File: config.mk
export PLATFORM = sky130hd
export DESIGN_NAME = hamming_tx_ctrl
export DESIGN_NICKNAME = d
export VERILOG_FILES = /design/src/rtl/hamming_tx_ctrl.sv
export SDC_FILE = /design/constraint.sdc
export NUM_CORES = 1
export LEC_CHECK = 0
export CORE_ASPECT_RATIO = 2
export CORE_UTILIZATION = 46
export CTS_CLUSTER_SIZE = 20
export DETAILED_ROUTE_END_ITERATION = 16
export PLACE_DENSITY_LB_ADDON = 0.2
export SYNTH_ARGS = -nofsm -noshare
export SYNTH_HDL_FRONTEND = slang
export SYNTH_SLANG_ARGS = --single-unit
File: constraint.sdc
create_clock -name clk -period 1.5 [get_ports clk]
set_input_delay 0.3 -clock clk [delete_from_list [all_inputs] [get_ports clk]]
set_output_delay 0.3 -clock clk [all_outputs]
set_load 0.01 [all_outputs]
File: src/rtl/hamming_tx_ctrl.sv
// Transmit sequencer for the 12/8 Hamming encoder: accepts a byte, strobes the encoder,
// captures the codeword after ENC_LAT cycles and sends it as start + 12 bits LSB first + stop.
module hamming_tx_ctrl #(
  parameter int CLKS_PER_BIT = 16,
  parameter int ENC_LAT      = 1
) (
  input  logic        clk,
  input  logic        rst_n,
  input  logic        s_valid,
  input  logic [7:0]  s_data,
  output logic        s_ready,
  output logic        enc_wren,
  output logic [7:0]  enc_data,
  input  logic [11:0] enc_hc,
  output logic        tx,
  output logic        busy,
  output logic        frame_done
);

  localparam int BW = $clog2(CLKS_PER_BIT);
  localparam int LW = $clog2(ENC_LAT + 1);
  localparam logic [BW-1:0] BAUD_LAST = BW'(CLKS_PER_BIT - 1);
  localparam logic [BW-1:0] BAUD_PRE  = BW'(CLKS_PER_BIT - 2);
  localparam logic [LW-1:0] LAT_LAST  = LW'(ENC_LAT - 1);

  typedef enum logic [2:0] {S_IDLE, S_WREN, S_WAIT, S_START, S_DATA, S_STOP} state_t;

  state_t          state_reg;
  logic [7:0]      data_q;
  logic [11:0]     shift_q;
  logic [BW-1:0]   baud_cnt;
  logic [LW-1:0]   lat_cnt;
  logic [3:0]      bit_idx;
  logic            s_ready_reg;
  logic            enc_wren_reg;
  logic            tx_reg;
  logic            frame_done_reg;

  // Outputs are loaded with the value they must show in the state being entered.
  always_ff @(posedge clk or negedge rst_n) begin
    if (!rst_n) begin
      state_reg      <= S_IDLE;
      data_q         <= '0;
      shift_q        <= '0;
      baud_cnt       <= '0;
      lat_cnt        <= '0;
      bit_idx        <= '0;
      s_ready_reg    <= 1'b1;
      enc_wren_reg   <= 1'b0;
      tx_reg         <= 1'b1;
      frame_done_reg <= 1'b0;
    end else begin
      enc_wren_reg   <= 1'b0;
      frame_done_reg <= 1'b0;
      case (state_reg)
        S_IDLE: begin
          if (s_valid && s_ready_reg) begin
            data_q       <= s_data;
            state_reg    <= S_WREN;
            enc_wren_reg <= 1'b1;
            s_ready_reg  <= 1'b0;
          end
        end
        S_WREN: begin
          state_reg <= S_WAIT;
          lat_cnt   <= '0;
        end
        S_WAIT: begin
          if (lat_cnt == LAT_LAST) begin
            shift_q   <= enc_hc;
            state_reg <= S_START;
            tx_reg    <= 1'b0;
            baud_cnt  <= '0;
          end else begin
            lat_cnt <= lat_cnt + 1'b1;
          end
        end
        S_START: begin
          if (baud_cnt == BAUD_LAST) begin
            state_reg <= S_DATA;
            baud_cnt  <= '0;
            bit_idx   <= '0;
            tx_reg    <= shift_q[0];
          end else begin
            baud_cnt <= baud_cnt + 1'b1;
          end
        end
        S_DATA: begin
          if (baud_cnt == BAUD_LAST) begin
            baud_cnt <= '0;
            shift_q  <= shift_q >> 1;
            if (bit_idx == 4'd11) begin
              state_reg <= S_STOP;
              tx_reg    <= 1'b1;
            end else begin
              bit_idx <= bit_idx + 4'd1;
              tx_reg  <= shift_q[1];
            end
          end else begin
            baud_cnt <= baud_cnt + 1'b1;
          end
        end
        S_STOP: begin
          if (baud_cnt == BAUD_LAST) begin
            state_reg   <= S_IDLE;
            s_ready_reg <= 1'b1;
            baud_cnt    <= '0;
          end else begin
            baud_cnt       <= baud_cnt + 1'b1;
            // Raise one cycle early so the pulse lands in the final stop-bit cycle.
            frame_done_reg <= (baud_cnt == BAUD_PRE);
          end
        end
        default: begin
          state_reg   <= S_IDLE;
          s_ready_reg <= 1'b1;
          tx_reg      <= 1'b1;
        end
      endcase
    end
  end

  assign s_ready    = s_ready_reg;
  assign busy       = !s_ready_reg;
  assign enc_wren   = enc_wren_reg;
  assign enc_data   = data_q;
  assign tx         = tx_reg;
  assign frame_done = frame_done_reg;

endmodule

==> results of run 1 <==
per-layer routing:
layer / vias up / GRT usage / share of wire
li1: 711 / - / -
met4: 0 / 0.0980 / 0.019
met1: 703 / 0.230 / 0.37
met2: 34 / 0.380 / 0.57
met3: 4 / 0.0477 / 0.034
met5: - / 0 / 0
final cells by class:
class | count | area, sq um
Sequential cell | 35 | 880
Inverter | 7 | 26.3
Multi-Input combinational cell | 120 | 862
Clock buffer | 7 | 76.3
Clock inverter | 1 | 5.00
Timing Repair Buffer | 54 | 554
Tap cell | 51 | 63.8
Fill cell | 311 | 1340
through the flow:
| stage | TNS (ns) | cells | util |
|---|---|---|---|
| 2_1_floorplan | 0 | 173 | - |
| 3_3_place_gp | -1.54 | 267 | 0.615 |
| 3_5_place_dp | -1.66 | 267 | 0.615 |
| 4_1_cts | 0 | 275 | 0.636 |
| 5_1_grt | 0 | 275 | 0.649 |
| 6_report | 0 | 275 | 0.649 |
timing repair:
item / CTS / global route
hold buffers: 0 / 0
endpoints found under the hold margin: 0 / 0
setup endpoints to repair: 4 / 20
pin swaps: 0 / 0
gates resized for setup: 5 / 14
logic make-up (layout without fill, tap and decap cells):
group,after synthesis,in the layout,share of synthesized area
AO/OA/AOI/OAI,43,43,0.149
multiplexers,23,23,0.133
flip-flops,35,35,0.482
AND/OR/NAND/NOR,51,51,0.157
adder cells (fa/ha/maj),3,3,0.0206
buffers and inverters,18,69,0.0583
path summary, 6_finish.rpt:
kind	startpoint	end	slack, ns	cells after the start
min	rst_n	enc_wren$_DFF_PN0_	0.39	2
max in group asynchronous	rst_n	s_ready$_DFFE_PN1P_	0.87	2
min in group clk	shift_q[6]$_DFFE_PN0P_	shift_q[6]$_DFFE_PN0P_	0.49	2
min reg2reg	shift_q[6]$_DFFE_PN0P_	shift_q[6]$_DFFE_PN0P_	0.49	2
max reg2reg	s_ready$_DFFE_PN1P_	enc_data[6]$_DFFE_PN0P_	0.05	4
max	enc_data[5]$_DFFE_PN0P_	enc_data[5]	0.04	1
power breakdown:
part / internal, W / switching (W)
combinational: 0.0000660 / 0.0000358
sequential: 0.000960 / 0.00000834
clock: 0.000326 / 0.000325
total: 0.00135 / 0.000369
cell usage in the layout, fill, tap and decap left out, types with 4 or more instances in the layout:
cell type	netlist	routed
nor3_1	5	4
nor2_1	7	7
mux2i_1	13	13
dlymetal6s2s_1	0	6
inv_1	7	7
buf_4	3	13
dfrtp_1	33	32
a21oi_1	11	11
clkdlybuf4s50_1	0	26
o21ai_1	6	6
nand2_1	21	21
o21ai_0	10	10
mux2_2	10	10
clkbuf_8	0	5
==> reports/qor.csv, run 1 <==
metric;value;unit
rsz0062_at_grt;no;
p_leak;1.30;nW
num_antenna_cells;0;
regMostFlops;shift_q;
ys_top_cells_by_area;dfrtp_1, mux2i_1, mux2_2;
drc;0;
grt_max_degree;36;
vdd_ir_drop_max;0.871;mV
path_cells;clkdlybuf4s50_1;
gp_congestion;0.772;
max_freq;683;MHz
rows;32;
cts.clk_slew.worst_paths;0.07;ns
ys_warn_count;0;
first_pass_iters;4;
drt_iter0_drc;29;
cpLargestDelayFamily;buffers and inverters;
worstPathMaxFanout;2;
timing_hold_violations_final;0;
dp_worst_setup_slack;-0.213;ns
ys_seq_area_frac;0.482;
finalCritPeriodShare;0.976;
cts_tree;built;
fp.dieH;91.0;um
globalRouteOverflowTotal;0;
initial_core_util;0.479;
largest_register_ffs;12;
cts_inserted_buffers;5;
end_kind;primary output;
grt_pass1_wl;6.69;mm
core_area;0.00380;sq mm
yosysTopAreaCellShare;0.453;
die-area;0.00423;sq mm
yosysTopAreaCell;dfrtp_1;
status;completed;
hp-class;in -> async;
layout-drive-gt1-share;0.219;
routed_wl;4.00;mm
finalPower;0.00172;W
design_area;0.00247;sq mm
timing.final.ws_setup;0.0361;ns
dp_hpwl;2.94;mm
syn-instance-count;173;
root_buffer;clkbuf_8;
cts_num_sinks;35;
setup_violations;0;
areaGrowthSynthToFinish;35.3;%
htreeDepth;2;
pin_count;36;
grt_antenna_before_repair;0;
synth_area_per_cell;10.5;sq um
worstMarginPinSlew;0.257;ns
vias;1452;
clk_latency;0.28;ns
maxCapViolations;0;
grt_pass1_vias;1518;
via_per_inst;5.28;
ant_nets;0;
nNetsFinal;249;
critPathMaxStageDelay;0.53;ns
crit_buf_inv;1;
synth_edf_count;0;
post_cts_buffers;0;
clock_skew;0.00497;ns
synth.cell_area;0.00182;sq mm
worstSetupStartpointType;flip-flop;
place_area;0.00234;sq mm
post-route-min-period;1.46;ns
die_x;46.5;um
synthTopCellsByCount;dfrtp_1, nand2_1, mux2i_1;
ys_async_sr_fraction;1.00;
required;1.20;ns
cp_slowest_cell;clkdlybuf4s50_1;
slew_viol_final;0;
netlist-cell-type-count;42;
synth_most_common_cell;dfrtp_1;
powerDensity;697;mW/mm^2
io_buffers;35;
fin_hold_ws;0.387;ns
cp.arrival;1.16;ns
slew_headroom;0.828;
ys.flop_type;dfrtp_1;
ys_ff_latch;35;
crit_type;reg -> out;
post_drt_wl_per_cell;14.6;um
cts_buffer_depth;2;
grt_use_total;0.218;
syn-num-nets;199;
No activity file was read; power rests on OpenSTA's default activity.
==> run 2, diff against run 1 <==
--- a/config.mk
+++ b/config.mk
@@ -5,11 +5,14 @@
 export SDC_FILE = /design/constraint.sdc
 export NUM_CORES = 1
 export LEC_CHECK = 0
+export ABC_AREA = 1
+export CAP_MARGIN = 20
 export CORE_ASPECT_RATIO = 2
 export CORE_UTILIZATION = 46
 export CTS_CLUSTER_SIZE = 20
 export DETAILED_ROUTE_END_ITERATION = 16
 export PLACE_DENSITY_LB_ADDON = 0.2
+export SLEW_MARGIN = 0
 export SYNTH_ARGS = -nofsm -noshare
 export SYNTH_HDL_FRONTEND = slang
 export SYNTH_SLANG_ARGS = --single-unit
==> reports/qor.csv, run 2 <==
metric;value;unit
yosysTopAreaCellShare;0.444;
synth_top_family_by_area;simple AND/OR/NAND/NOR gates;
synth_edf_count;0;
fp.dieH;91.9;um
worstMarginPinSlew;0.295;ns
setup_violations;0;
ys_ff_latch;35;
synth.cell_area;0.00186;sq mm
ys_seq_area_frac;0.473;
netlist-cell-type-count;33;
max_freq;683;MHz
syn-num-nets;249;
synth_xor_area_frac;0.00943;
ys_warn_count;0;
cpLargestDelayFamily;buffers and inverters;
final_cell_mix;nand2_1, dfrtp_1, clkdlybuf4s50_1;
grt_antenna_before_repair;0;
clock_skew;0.00603;ns
maxCapViolations;0;
finalCritPeriodShare;0.975;
clk_latency;0.29;ns
rows;32;
die_x;46.9;um
areaGrowthSynthToFinish;30.4;%
synthAdderAreaFrac;0.0202;
worstPathMaxFanout;2;
root_buffer;clkbuf_8;
routed_wl;3.88;mm
hp-class;in -> async;
yosysTopAreaCell;dfrtp_1;
cts.clk_slew.worst_paths;0.07;ns
worstSetupStartpointType;flip-flop;
via_per_inst;4.94;
ys_async_sr_fraction;1.00;
cts-hold-fix-buffers;0;
vias;1585;
synth_compound_area_frac;0.133;
grt_pass1_vias;1590;
gp_congestion;0.913;
slew_viol_final;0;
synth_most_common_cell;nand2_1;
grt_pass1_wl;6.75;mm
synthTopCellsByCount;nand2_1, dfrtp_1, inv_1;
first_pass_iters;4;
cts_num_sinks;35;
htreeDepth;2;
layout-drive-gt1-share;0.181;
initial_core_util;0.483;
globalRouteOverflowTotal;0;
path_cells;clkdlybuf4s50_1;
seq_area;882;sq um
post_drt_wl_per_cell;12.1;um
synthMuxAreaShare;0;
post-route-min-period;1.46;ns
cp.arrival;1.16;ns
core_area;0.00384;sq mm
crit_type;reg -> out;
drt_iter0_drc;21;
pin_count;36;
die-area;0.00431;sq mm
ant_nets;0;
final_common_cell;nand2_1;
cts_buffer_depth;2;
dp_hpwl;2.94;mm
cts_tree;built;
io_buffers;35;
fill_cells;364;
slew_headroom;0.802;
end_kind;primary output;
critPathMaxStageDelay;0.53;ns
post_cts_buffers;0;
nNetsFinal;295;
status;completed;
num_antenna_cells;0;
ys.flop_type;dfrtp_1;
cp_slowest_cell;clkdlybuf4s50_1;
drc;0;
fin_hold_ws;0.380;ns
required;1.20;ns
grt_max_degree;36;
synthSimpleGateAreaFrac;0.271;
grt_use_total;0.217;
p_leak;1.25;nW
cts_inserted_buffers;5;
ys_top_cells_by_area;dfrtp_1, nand2_1, inv_1;
synth_area_per_cell;8.33;sq um
multi_input_area;817;sq um
syn-instance-count;223;
cts_resized;6;
vdd_ir_drop_max;0.679;mV
powerDensity;760;mW/mm^2
largest_register_ffs;12;
timing_hold_violations_final;0;
crit_buf_inv;1;
regMostFlops;shift_q;
fin_util;0.630;
-- run 2: cell types whose count changed after synthesis, moves of 5 or more --
cell,delta
o21ai_0,+5
mux2i_1,-13
nor3_1,-5
a21oi_1,-9
nand3_1,+10
nand2_1,+56
inv_1,+14
mux2_2,-10
o21ai_2,+8
-- run 2: cells by family (layout without fill, tap and decap cells) --
family,after synthesis,after routing
buffers and inverters,32,79
DFF,35,35
adders and majority gates,3,3
and+or+nand+nor,113,113
AOI/OAI and AO/OA,38,38
xor gates and xnor gates,2,2
-- run 2: final cells by class --
| type | instances | area share |
|---|---|---|
| sequential | 35 | 0.364 |
| multi-input combinational | 156 | 0.337 |
| timing repair buffer | 46 | 0.189 |
| inverter | 25 | 0.0418 |
| clock buffer | 8 | 0.0413 |
| tap | 51 | 0.0263 |
-- run 2: path summary, 6_finish.rpt --
check                                        start                       end  slack, ns  cells past startpoint
max reg2reg                baud_cnt[0]$_DFFE_PN0P_  state_reg[0]$_DFFE_PN0P_       0.11                      7
min                                          rst_n  state_reg[2]$_DFFE_PN0P_       0.38                      2
min reg2reg                enc_data[4]$_DFFE_PN0P_   enc_data[4]$_DFFE_PN0P_       0.48                      2
min in group clk           enc_data[4]$_DFFE_PN0P_   enc_data[4]$_DFFE_PN0P_       0.48                      2
max                        enc_data[1]$_DFFE_PN0P_               enc_data[1]       0.04                      1
max in group asynchronous                    rst_n            tx$_DFFE_PN1P_       0.88                      2
-- run 2: metrics by stage --
stage / power (W) / cells / setup slack [ns] / cell area (sq um) / TNS (ns)
after floorplan: 0.00102 / 223 / 0.208 / 1860 / 0
after global placement: 0.00111 / 313 / 0.0570 / 2310 / 0
after detailed placement: 0.00111 / 313 / 0.0476 / 2310 / 0
after CTS: 0.00186 / 321 / 0.00222 / 2400 / 0
after global routing: 0.00191 / 321 / -0.0000554 / 2420 / -0.0000554
final: 0.00184 / 321 / 0.0369 / 2420 / 0
-- run 2: where the power goes --
group	total, W	internal [W]	leakage [nW]	switching [W]
registers	0.000966	0.000961	0.425	0.00000483
clock network	0.000753	0.000419	0.0515	0.000333
logic	0.000123	0.0000717	0.772	0.0000513
-- run 2: routing by layer --
layer  GRT usage  part of all wire  vias up  wire, um
met5           0                 0        -         0
met1       0.217              0.37      736      1420
met3      0.0433             0.023       10        91
met2       0.383              0.58       38      2250
li1            -                 -      801         -
met4       0.117             0.030        0       116
